File: config.mk
export PLATFORM = sky130hd
export DESIGN_NAME = apb_req_bridge_flat
export DESIGN_NICKNAME = d
export VERILOG_FILES = /design/src/rtl/apb_if.sv /design/src/rtl/apb_req_bridge.sv /design/src/flat_wrapper.sv
export SDC_FILE = /design/constraint.sdc
export NUM_CORES = 1
export LEC_CHECK = 0
export CORE_ASPECT_RATIO = 1.4
export CORE_MARGIN = 2
export CORE_UTILIZATION = 25
export CTS_CLUSTER_DIAMETER = 120
export CTS_CLUSTER_SIZE = 14
export DETAILED_ROUTE_END_ITERATION = 6
export GPL_ROUTABILITY_DRIVEN = 0
export GPL_TIMING_DRIVEN = 0
export PLACE_DENSITY = 0.51
export SLEW_MARGIN = 5
export SYNTH_ARGS = -nofsm -noshare
export SYNTH_HDL_FRONTEND = slang
export SYNTH_SLANG_ARGS = --single-unit
File: constraint.sdc
create_clock -name clk -period 6.8 [get_ports clk]
set_input_delay 2.04 -clock clk [delete_from_list [all_inputs] [get_ports clk]]
set_output_delay 2.04 -clock clk [all_outputs]
set_load 0.05 [all_outputs]
File: src/rtl/apb_if.sv
// APB bus bundle between a requester (src) and a completer (sink).
interface apb_if;
    logic        psel;
    logic        penable;
    logic        pwrite;
    logic [31:0] paddr;
    logic [31:0] pwdata;
    logic [31:0] prdata;
    logic        pready;
    logic        pslverr;

    modport src (
        output psel, penable, pwrite, paddr, pwdata,
        input  prdata, pready, pslverr
    );

    modport sink (
        input  psel, penable, pwrite, paddr, pwdata,
        output prdata, pready, pslverr
    );
endinterface

File: src/rtl/apb_req_bridge.sv
// Single-outstanding valid/ready request to APB transfer bridge with an
// access-phase timeout; responses return on a valid/ready channel.
module apb_req_bridge #(
    parameter int unsigned TIMEOUT_CYCLES = 256
) (
    input  logic        clk,
    input  logic        rst,
    input  logic        req_valid,
    output logic        req_ready,
    input  logic        req_write,
    input  logic [31:0] req_addr,
    input  logic [31:0] req_wdata,
    output logic        rsp_valid,
    input  logic        rsp_ready,
    output logic [31:0] rsp_rdata,
    output logic        rsp_err,
    output logic        rsp_timeout,
    apb_if.src          apbReg
);

    localparam int unsigned     CntW        = $clog2(TIMEOUT_CYCLES);
    localparam logic [CntW-1:0] CntLast     = CntW'(TIMEOUT_CYCLES - 1);
    localparam logic [31:0]     TimeoutData = 32'hBADD_C0DE;

    typedef enum logic [1:0] {StIdle, StSetup, StAccess, StResp} state_e;

    state_e          state_q, state_d;
    logic            ready_q, ready_d;
    logic            write_q, write_d;
    logic [31:0]     addr_q, addr_d;
    logic [31:0]     wdata_q, wdata_d;
    logic [CntW-1:0] cnt_q, cnt_d;
    logic [31:0]     rdata_q, rdata_d;
    logic            err_q, err_d;
    logic            to_q, to_d;
    logic            sel;

    always_ff @(posedge clk or posedge rst) begin
        if (rst) begin
            state_q <= StIdle;
            ready_q <= 1'b0;
            write_q <= 1'b0;
            addr_q  <= '0;
            wdata_q <= '0;
            cnt_q   <= '0;
            rdata_q <= '0;
            err_q   <= 1'b0;
            to_q    <= 1'b0;
        end else begin
            state_q <= state_d;
            ready_q <= ready_d;
            write_q <= write_d;
            addr_q  <= addr_d;
            wdata_q <= wdata_d;
            cnt_q   <= cnt_d;
            rdata_q <= rdata_d;
            err_q   <= err_d;
            to_q    <= to_d;
        end
    end

    always_comb begin
        state_d = state_q;
        write_d = write_q;
        addr_d  = addr_q;
        wdata_d = wdata_q;
        cnt_d   = cnt_q;
        rdata_d = rdata_q;
        err_d   = err_q;
        to_d    = to_q;
        unique case (state_q)
            StIdle: begin
                if (req_valid && ready_q) begin
                    write_d = req_write;
                    addr_d  = req_addr;
                    wdata_d = req_wdata;
                    cnt_d   = '0;
                    state_d = StSetup;
                end
            end
            StSetup: state_d = StAccess;
            StAccess: begin
                if (apbReg.pready) begin
                    rdata_d = write_q ? 32'h0 : apbReg.prdata;
                    err_d   = apbReg.pslverr;
                    to_d    = 1'b0;
                    state_d = StResp;
                end else if (cnt_q == CntLast) begin
                    rdata_d = TimeoutData;
                    err_d   = 1'b1;
                    to_d    = 1'b1;
                    state_d = StResp;
                end else if (cnt_q != '1) begin
                    cnt_d = cnt_q + CntW'(1);
                end
            end
            StResp: begin
                if (rsp_ready) state_d = StIdle;
            end
            default: state_d = StIdle;
        endcase
        // Registered so req_ready stays low while reset is held.
        ready_d = (state_d == StIdle);
    end

    assign sel            = (state_q == StSetup) || (state_q == StAccess);
    assign apbReg.psel    = sel;
    assign apbReg.penable = (state_q == StAccess);
    assign apbReg.pwrite  = sel & write_q;
    assign apbReg.paddr   = addr_q;
    assign apbReg.pwdata  = wdata_q;

    assign req_ready   = ready_q;
    assign rsp_valid   = (state_q == StResp);
    assign rsp_rdata   = rdata_q;
    assign rsp_err     = err_q;
    assign rsp_timeout = to_q;

endmodule

File: src/flat_wrapper.sv
// flat-port wrapper written by rule: the top's interface ports become plain ports
module apb_req_bridge_flat 
#(
    parameter int unsigned TIMEOUT_CYCLES = 256
)
  (clk, rst, req_valid, req_ready, req_write, req_addr, req_wdata, rsp_valid, rsp_ready, rsp_rdata, rsp_err, rsp_timeout, apbReg_psel, apbReg_penable, apbReg_pwrite, apbReg_paddr, apbReg_pwdata, apbReg_prdata, apbReg_pready, apbReg_pslverr);
  apb_if apbReg_i ();
  input  logic clk;
  input  logic rst;
  input  logic req_valid;
  output logic req_ready;
  input  logic req_write;
  input  logic [31:0] req_addr;
  input  logic [31:0] req_wdata;
  output logic rsp_valid;
  input  logic rsp_ready;
  output logic [31:0] rsp_rdata;
  output logic rsp_err;
  output logic rsp_timeout;
  output wire logic [$bits(apbReg_i.psel)-1:0] apbReg_psel;
  output wire logic [$bits(apbReg_i.penable)-1:0] apbReg_penable;
  output wire logic [$bits(apbReg_i.pwrite)-1:0] apbReg_pwrite;
  output wire logic [$bits(apbReg_i.paddr)-1:0] apbReg_paddr;
  output wire logic [$bits(apbReg_i.pwdata)-1:0] apbReg_pwdata;
  input wire logic [$bits(apbReg_i.prdata)-1:0] apbReg_prdata;
  input wire logic [$bits(apbReg_i.pready)-1:0] apbReg_pready;
  input wire logic [$bits(apbReg_i.pslverr)-1:0] apbReg_pslverr;
  assign apbReg_psel = apbReg_i.psel;
  assign apbReg_penable = apbReg_i.penable;
  assign apbReg_pwrite = apbReg_i.pwrite;
  assign apbReg_paddr = apbReg_i.paddr;
  assign apbReg_pwdata = apbReg_i.pwdata;
  assign apbReg_i.prdata = apbReg_prdata;
  assign apbReg_i.pready = apbReg_pready;
  assign apbReg_i.pslverr = apbReg_pslverr;
  apb_req_bridge #(.TIMEOUT_CYCLES(TIMEOUT_CYCLES)) u_core (.clk(clk), .rst(rst), .req_valid(req_valid), .req_ready(req_ready), .req_write(req_write), .req_addr(req_addr), .req_wdata(req_wdata), .rsp_valid(rsp_valid), .rsp_ready(rsp_ready), .rsp_rdata(rsp_rdata), .rsp_err(rsp_err), .rsp_timeout(rsp_timeout), .apbReg(apbReg_i));
endmodule
==> results_dict.tcl, run 1 <==
set metrics [dict create \
    outcome "completed" \
    grt_first_pass_wirelength_mm 18.9 \
    number_of_global_route_vias_before_repair 3676 \
    setup-tns-final_ns 0 \
    worstPathArrival_ns 2.14 \
    worst_setup_hold_path_clk_slew_ns 0.07 \
    clock_path_buffers 2 \
    timing.final.max_slew_violations 0 \
    drc 0 \
    layout_worst_path_cycle_share_pct 61.5 \
    die_h_microns 162 \
    finalSetupViolCount 0 \
    route.detailed.wl_per_inst_microns 15.2 \
    grt_overflow 0 \
    max_freq_mhz 239 \
    htree_num_levels 3 \
    initial_antenna_violation_count 0 \
    ant_nets 0 \
    total_power_mw 4.06 \
    synthesized_netlist_net_count 440 \
    hold_viol 0 \
    leakage_nw 2.98 \
    post_layout_nonfiller_instances 790 \
    tritoncts_num_sinks 110 \
    timing.critical_path.to_type "primary output" \
    worst_slew_pin_slew_ns 0.573 \
    placeableCoreArea_sq_um 17500 \
    ys_seq_elements 110 \
    nets 657 \
    start_util_pct 25.6 \
    setup.worst_path.class "flop to primary output" \
    critical_path_peak_fanout 10 \
    synth_edf_count 0 \
    drive_gt1_share_pct 18.6 \
    post_syn_area_sq_um 4480 \
    synth_warnings 0 \
    synth_cell_type_count 33 \
    drt-pass1-iter-count 4 \
    buffer_ports.inserted 205 \
    asyncSetResetFlopFracSynth_pct 100 \
    ff2ff_path_depth 6 \
    placed_cells_incl_taps 774 \
    power.density_cell_area_nw_per_um2 568 \
    rsz0062_at_grt "false" \
    dp_hpwl_mm 9.11 \
    hold_buffers 0 \
    grt_util_all_layers_pct 12.7 \
    largest_net_degree_at_the_start_of_global_routing 61 \
    cts-resized-gates 0 \
    synthesis.area_per_instance_sq_um 13.5 \
    post-cts-setup-buffers 0 \
    startpoint_type "flop" \
    synth_cells 332 \
    skew_ns 0.00774 \
    hold-path-cell-count 2 \
    die-area_sq_um 19000 \
    die_width_microns 117 \
    synth_top_flop_cell "dfrtp_1" \
    crit_required_ns 4.76 \
    max-vdd-ir-drop_v 0.000284 \
    nFillCells 1690 \
    cts_inserted_buffers 9 \
    tritoncts "built" \
    floorplan.rows 57 \
    cts_root_buf "clkbuf_16" \
    maxSlewHeadroom_pct 61.7 \
    io_pins 206 \
    n_antenna_cell 0 \
    wirelength_mm 12.0 \
    flow.area_growth_from_synthesis_pct 59.5 \
    routed-via-count 3484 \
    iteration_0_drc_count_of_the_detailed_router 135 \
    max_cap_violations 0 \
    clock_latency_ns 0.35 \
    hold_slack_ns 0.466 \
    hold_path_class "flop to flop" \
    synth_seq_area_share_pct 61.5 \
    timing.final.crit_period_ns 4.18 \
    vias_per_cell 4.41 \
]
==> cells in the final DEF (no fill, tap or decap), types with 2 or more instances in the layout <==
master,instances
or4_1,2
nand4_2,2
inv_1,3
clkinvlp_4,3
nand4_1,2
buf_6,2
dfrtp_1,110
nand2b_1,4
clkdlybuf4s50_1,205
clkbuf_16,9
inv_6,3
nor2b_1,19
nor2_1,10
nand3_1,13
a31oi_1,5
clkbuf_1,4
a22o_1,6
o21ai_0,5
mux2_2,65
o21a_1,3
buf_4,2
buf_2,10
a21oi_1,5
and2_1,3
o31ai_1,3
o22a_1,17
ha_1,5
o21ai_2,2
nand2_1,21
==> Yosys cell counts (all sizes together) (2+ instances only) <==
master | count | area, sq um
a21oi | 5 | 25.0
a22o | 6 | 52.6
a31oi | 5 | 31.3
and2 | 3 | 18.8
buf | 15 | 91.3
clkbuf | 4 | 15.0
dfrtp | 110 | 2750
ha | 5 | 62.6
inv | 4 | 15.0
mux2 | 65 | 732
nand2 | 21 | 78.8
nand2b | 4 | 25.0
nand3 | 13 | 65.1
nand4 | 4 | 37.5
nor2 | 10 | 37.5
nor2b | 19 | 119
o21a | 3 | 22.5
o21ai | 8 | 47.5
o22a | 17 | 149
o31ai | 3 | 22.5
or4 | 2 | 15.0
==> state kept, by name (all words and copies together) (netlist names) <==
register              count
u_core.apbReg.paddr      32
u_core.apbReg.pwdata     32
u_core.rsp_rdata         32
u_core.cnt_q              8
u_core.state_q            2
u_core.req_ready          1
u_core.rsp_err            1
u_core.rsp_timeout        1
u_core.write_q            1
==> worst paths after layout <==
path,slack (ns),start,to
max in group asynchronous,4.03,rst,u_core.rsp_rdata[13]
hold reg to reg,0.47,u_core.rsp_rdata[26],u_core.rsp_rdata[26]
hold / removal,0.47,u_core.rsp_rdata[26],u_core.rsp_rdata[26]
min in group asynchronous,2.10,rst,u_core.apbReg.pwdata[14]
setup / recovery,2.62,u_core.write_q,apbReg_pwrite
setup reg to reg,4.76,u_core.state_q[1],u_core.apbReg.paddr[13]
==> through the flow <==
step	cell area [sq um]	setup WS, ns	utilization, %
after floorplan	4480	1.86	-
after global placement	6820	-0.00243	39.1
after detailed placement	6860	2.94	39.2
after CTS	7140	2.55	40.9
after global routing	7140	2.48	40.9
final	7140	2.62	40.9
==> per-layer routing <==
layer	vias up	track usage, %	wire (microns)
met4	0	4.01	114
met1	1723	14.4	4730
met2	141	22.1	6150
met5	-	0	0
met3	8	4.35	1040
li1	1612	-	-
==> critical path, stage by stage (launching register included) <==
cell	delay, ns
dfrtp_1	0.42
clkbuf_1	0.38
and2_1	0.19
clkdlybuf4s50_1	0.80
==> cells by family after synthesis <==
logic type | Yosys count | share of synthesized area [%]
buffers and inverters | 23 | 2.71
AND/OR/NAND/NOR | 78 | 9.25
flip-flops | 110 | 61.5
AO/OA/AOI/OAI | 51 | 8.80
adder cells (fa/ha/maj) | 5 | 1.40
multiplexers | 65 | 16.3
==> report_power, final <==
part	switching, mW	total [mW]	internal, mW
combinational	1.54	2.42	0.885
clock	0.247	0.508	0.261
sequential	0.164	1.13	0.962
==> layout make-up <==
class | count | area (sq um) | share of cell area, %
multi-input combinational | 199 | 1600 | 22.4
timing repair buffer | 206 | 2080 | 29.1
clock inverter | 6 | 45.0 | 0.631
inverter | 4 | 20.0 | 0.280
sequential | 110 | 2750 | 38.5
tap | 236 | 295 | 4.14
clock buffer | 10 | 239 | 3.35
buffer | 19 | 106 | 1.49
Power figures use the tool's default switching activity.
==> run 2, diff against run 1 <==
PLACE_DENSITY = 0.53   (was 0.51)
clock period = 3.5 ns   (was 6.8 ns; I/O delays follow)
==> results_dict.tcl, run 2 (synthesis gave the netlist of run 1 again) <==
set metrics [dict create \
    outcome "completed" \
    finalSetupViolCount 0 \
    start_util_pct 25.6 \
    tritoncts "built" \
    die_width_microns 117 \
    buffer_ports.inserted 205 \
    timing.critical_path.to_type "primary output" \
    crit_required_ns 2.45 \
    drive_gt1_share_pct 18.9 \
    most_common_cell_after_layout_fill_and_taps_aside "clkdlybuf4s50_1" \
    power.density_cell_area_nw_per_um2 1110 \
    timing.final.crit_period_ns 3.18 \
    iteration_0_drc_count_of_the_detailed_router 81 \
    reg2reg_to "u_core.apbReg.pwdata[24]" \
    seq_area_sq_um 2750 \
    rsz0062_at_grt "false" \
    max_cap_violations 0 \
    multiInputGateArea_sq_um 1600 \
    grt_overflow 0 \
    clock_latency_ns 0.35 \
    mostFrequentLayoutCells "clkdlybuf4s50_1 (205), dfrtp_1 (110), mux2_2 (65)" \
    ant_nets 0 \
    timing.final.max_slew_violations 0 \
    layout_worst_path_cycle_share_pct 90.9 \
    critical_path_peak_fanout 6 \
    initial_antenna_violation_count 0 \
    htree_num_levels 3 \
    r2r_path_start "u_core.state_q[1]" \
    leakage_nw 3.03 \
    dp_hpwl_mm 9.49 \
    post-cts-setup-buffers 0 \
    io_pins 206 \
    die-area_sq_um 19000 \
    nFillCells 1693 \
    cpPeakStageDelay_ns 0.80 \
    n_antenna_cell 0 \
    grt_util_all_layers_pct 13.0 \
    setup-tns-final_ns 0 \
    worst_slew_pin_slew_ns 0.799 \
    fin_util_pct 41.4 \
    worstPathArrival_ns 2.13 \
    startpoint_type "flop" \
    wirelength_mm 12.2 \
    pre_cts_ws_ns 0.678 \
    cts_inserted_buffers 9 \
    cts-resized-gates 0 \
    flow.area_growth_from_synthesis_pct 61.4 \
    top_delay_family_on_crit_path "buffers and inverters" \
    die_h_microns 162 \
    maxSlewHeadroom_pct 46.7 \
    max_freq_mhz 314 \
    ff2ff_path_depth 6 \
    largest_net_degree_at_the_start_of_global_routing 35 \
    clock_path_buffers 2 \
    vias_per_cell 4.37 \
    tritoncts_num_sinks 110 \
    final_ws_setup_ns 0.317 \
    route.detailed.wl_per_inst_microns 15.4 \
    placeableCoreArea_sq_um 17500 \
    number_of_global_route_vias_before_repair 3689 \
    floorplan.rows 57 \
    reg2reg_setup_slack_ns 1.53 \
    timing.critical_path.slowest_stage_cell "clkdlybuf4s50_1" \
    drt-pass1-iter-count 4 \
    hold_path_class "flop to flop" \
    nets 659 \
    crit_path_cell_trace "inv_1 > ha_1 > and2_1 > clkdlybuf4s50_1" \
    min_to "u_core.rsp_rdata[21]" \
    hold_buffers 0 \
    cp_num_buf_inv 2 \
    hp-start "u_core.rsp_rdata[21]" \
    routed-via-count 3464 \
    cts_root_buf "clkbuf_16" \
    hold-path-cell-count 2 \
    worst_setup_hold_path_clk_slew_ns 0.08 \
    setup.worst_path.class "flop to primary output" \
    hold_viol 0 \
    grt_first_pass_wirelength_mm 19.1 \
    skew_ns 0.00758 \
    drc 0 \
    max-vdd-ir-drop_v 0.000487 \
]
==> run 2: changes by cell type in the layout (fill, tap and decap cells not counted), sizes merged <==
cell,before,now
buf,16,18
bufinv,0,2
clkinvlp,3,2
inv,6,5
==> run 2: where the power goes <==
part	leakage, nW	switching [mW]	internal [mW]	total (mW)
clock network	0.161	0.481	0.654	1.13
registers	1.33	0.324	1.87	2.19
logic	1.53	3.00	1.72	4.73
total	3.03	3.81	4.25	8.05
==> run 2: area by class of cell <==
class | count | share of cell area [%]
sequential | 110 | 38.1
timing repair buffer | 208 | 29.3
multi-input combinational | 199 | 22.2
tap | 236 | 4.09
clock buffer | 10 | 3.31
buffer | 19 | 1.47
clock inverter | 6 | 1.28
inverter | 4 | 0.260
==> run 2: metal layers <==
layer	GRT usage, %	wire, microns	vias up
met1	13.8	4570	1719
met2	23.9	6660	119
met5	0	0	-
met4	4.49	153	0
li1	-	-	1614
met3	3.76	792	12
==> run 2: worst min-delay path: stages, from the launching register on <==
cell and delay (ns):
dfrtp_1 0.35, nand2_1 0.05, nand2_1 0.05
==> run 2: how the worst max path moves through the flow <==
| stage | depth (start not counted) | startpoint | to |
|---|---|---|---|
| 2_1_floorplan | 3 | u_core.state_q[1] | apbReg_pwrite |
| 3_3_place_gp | 2 | rst | u_core.apbReg.paddr[30] |
| 3_5_place_dp | 3 | u_core.write_q | apbReg_pwrite |
| 4_1_cts | 3 | u_core.write_q | apbReg_pwrite |
| 5_1_grt | 3 | u_core.write_q | apbReg_pwrite |
| 6_report | 4 | u_core.state_q[1] | apbReg_pwrite |
==> run 2: per-stage QoR <==
| step | area, sq um | power (mW) | std cells | hold slack (ns) |
|---|---|---|---|---|
| 3_3_place_gp | 6830 | 6.92 | 773 | 0.454 |
| 5_1_grt | 7230 | 8.48 | 792 | 0.505 |
| 4_1_cts | 7230 | 8.17 | 792 | 0.477 |
| 2_1_floorplan | 4480 | 5.32 | 332 | 0.499 |
| 6_report | 7230 | 8.05 | 792 | 0.475 |
| 3_5_place_dp | 6900 | 7.00 | 776 | 0.460 |
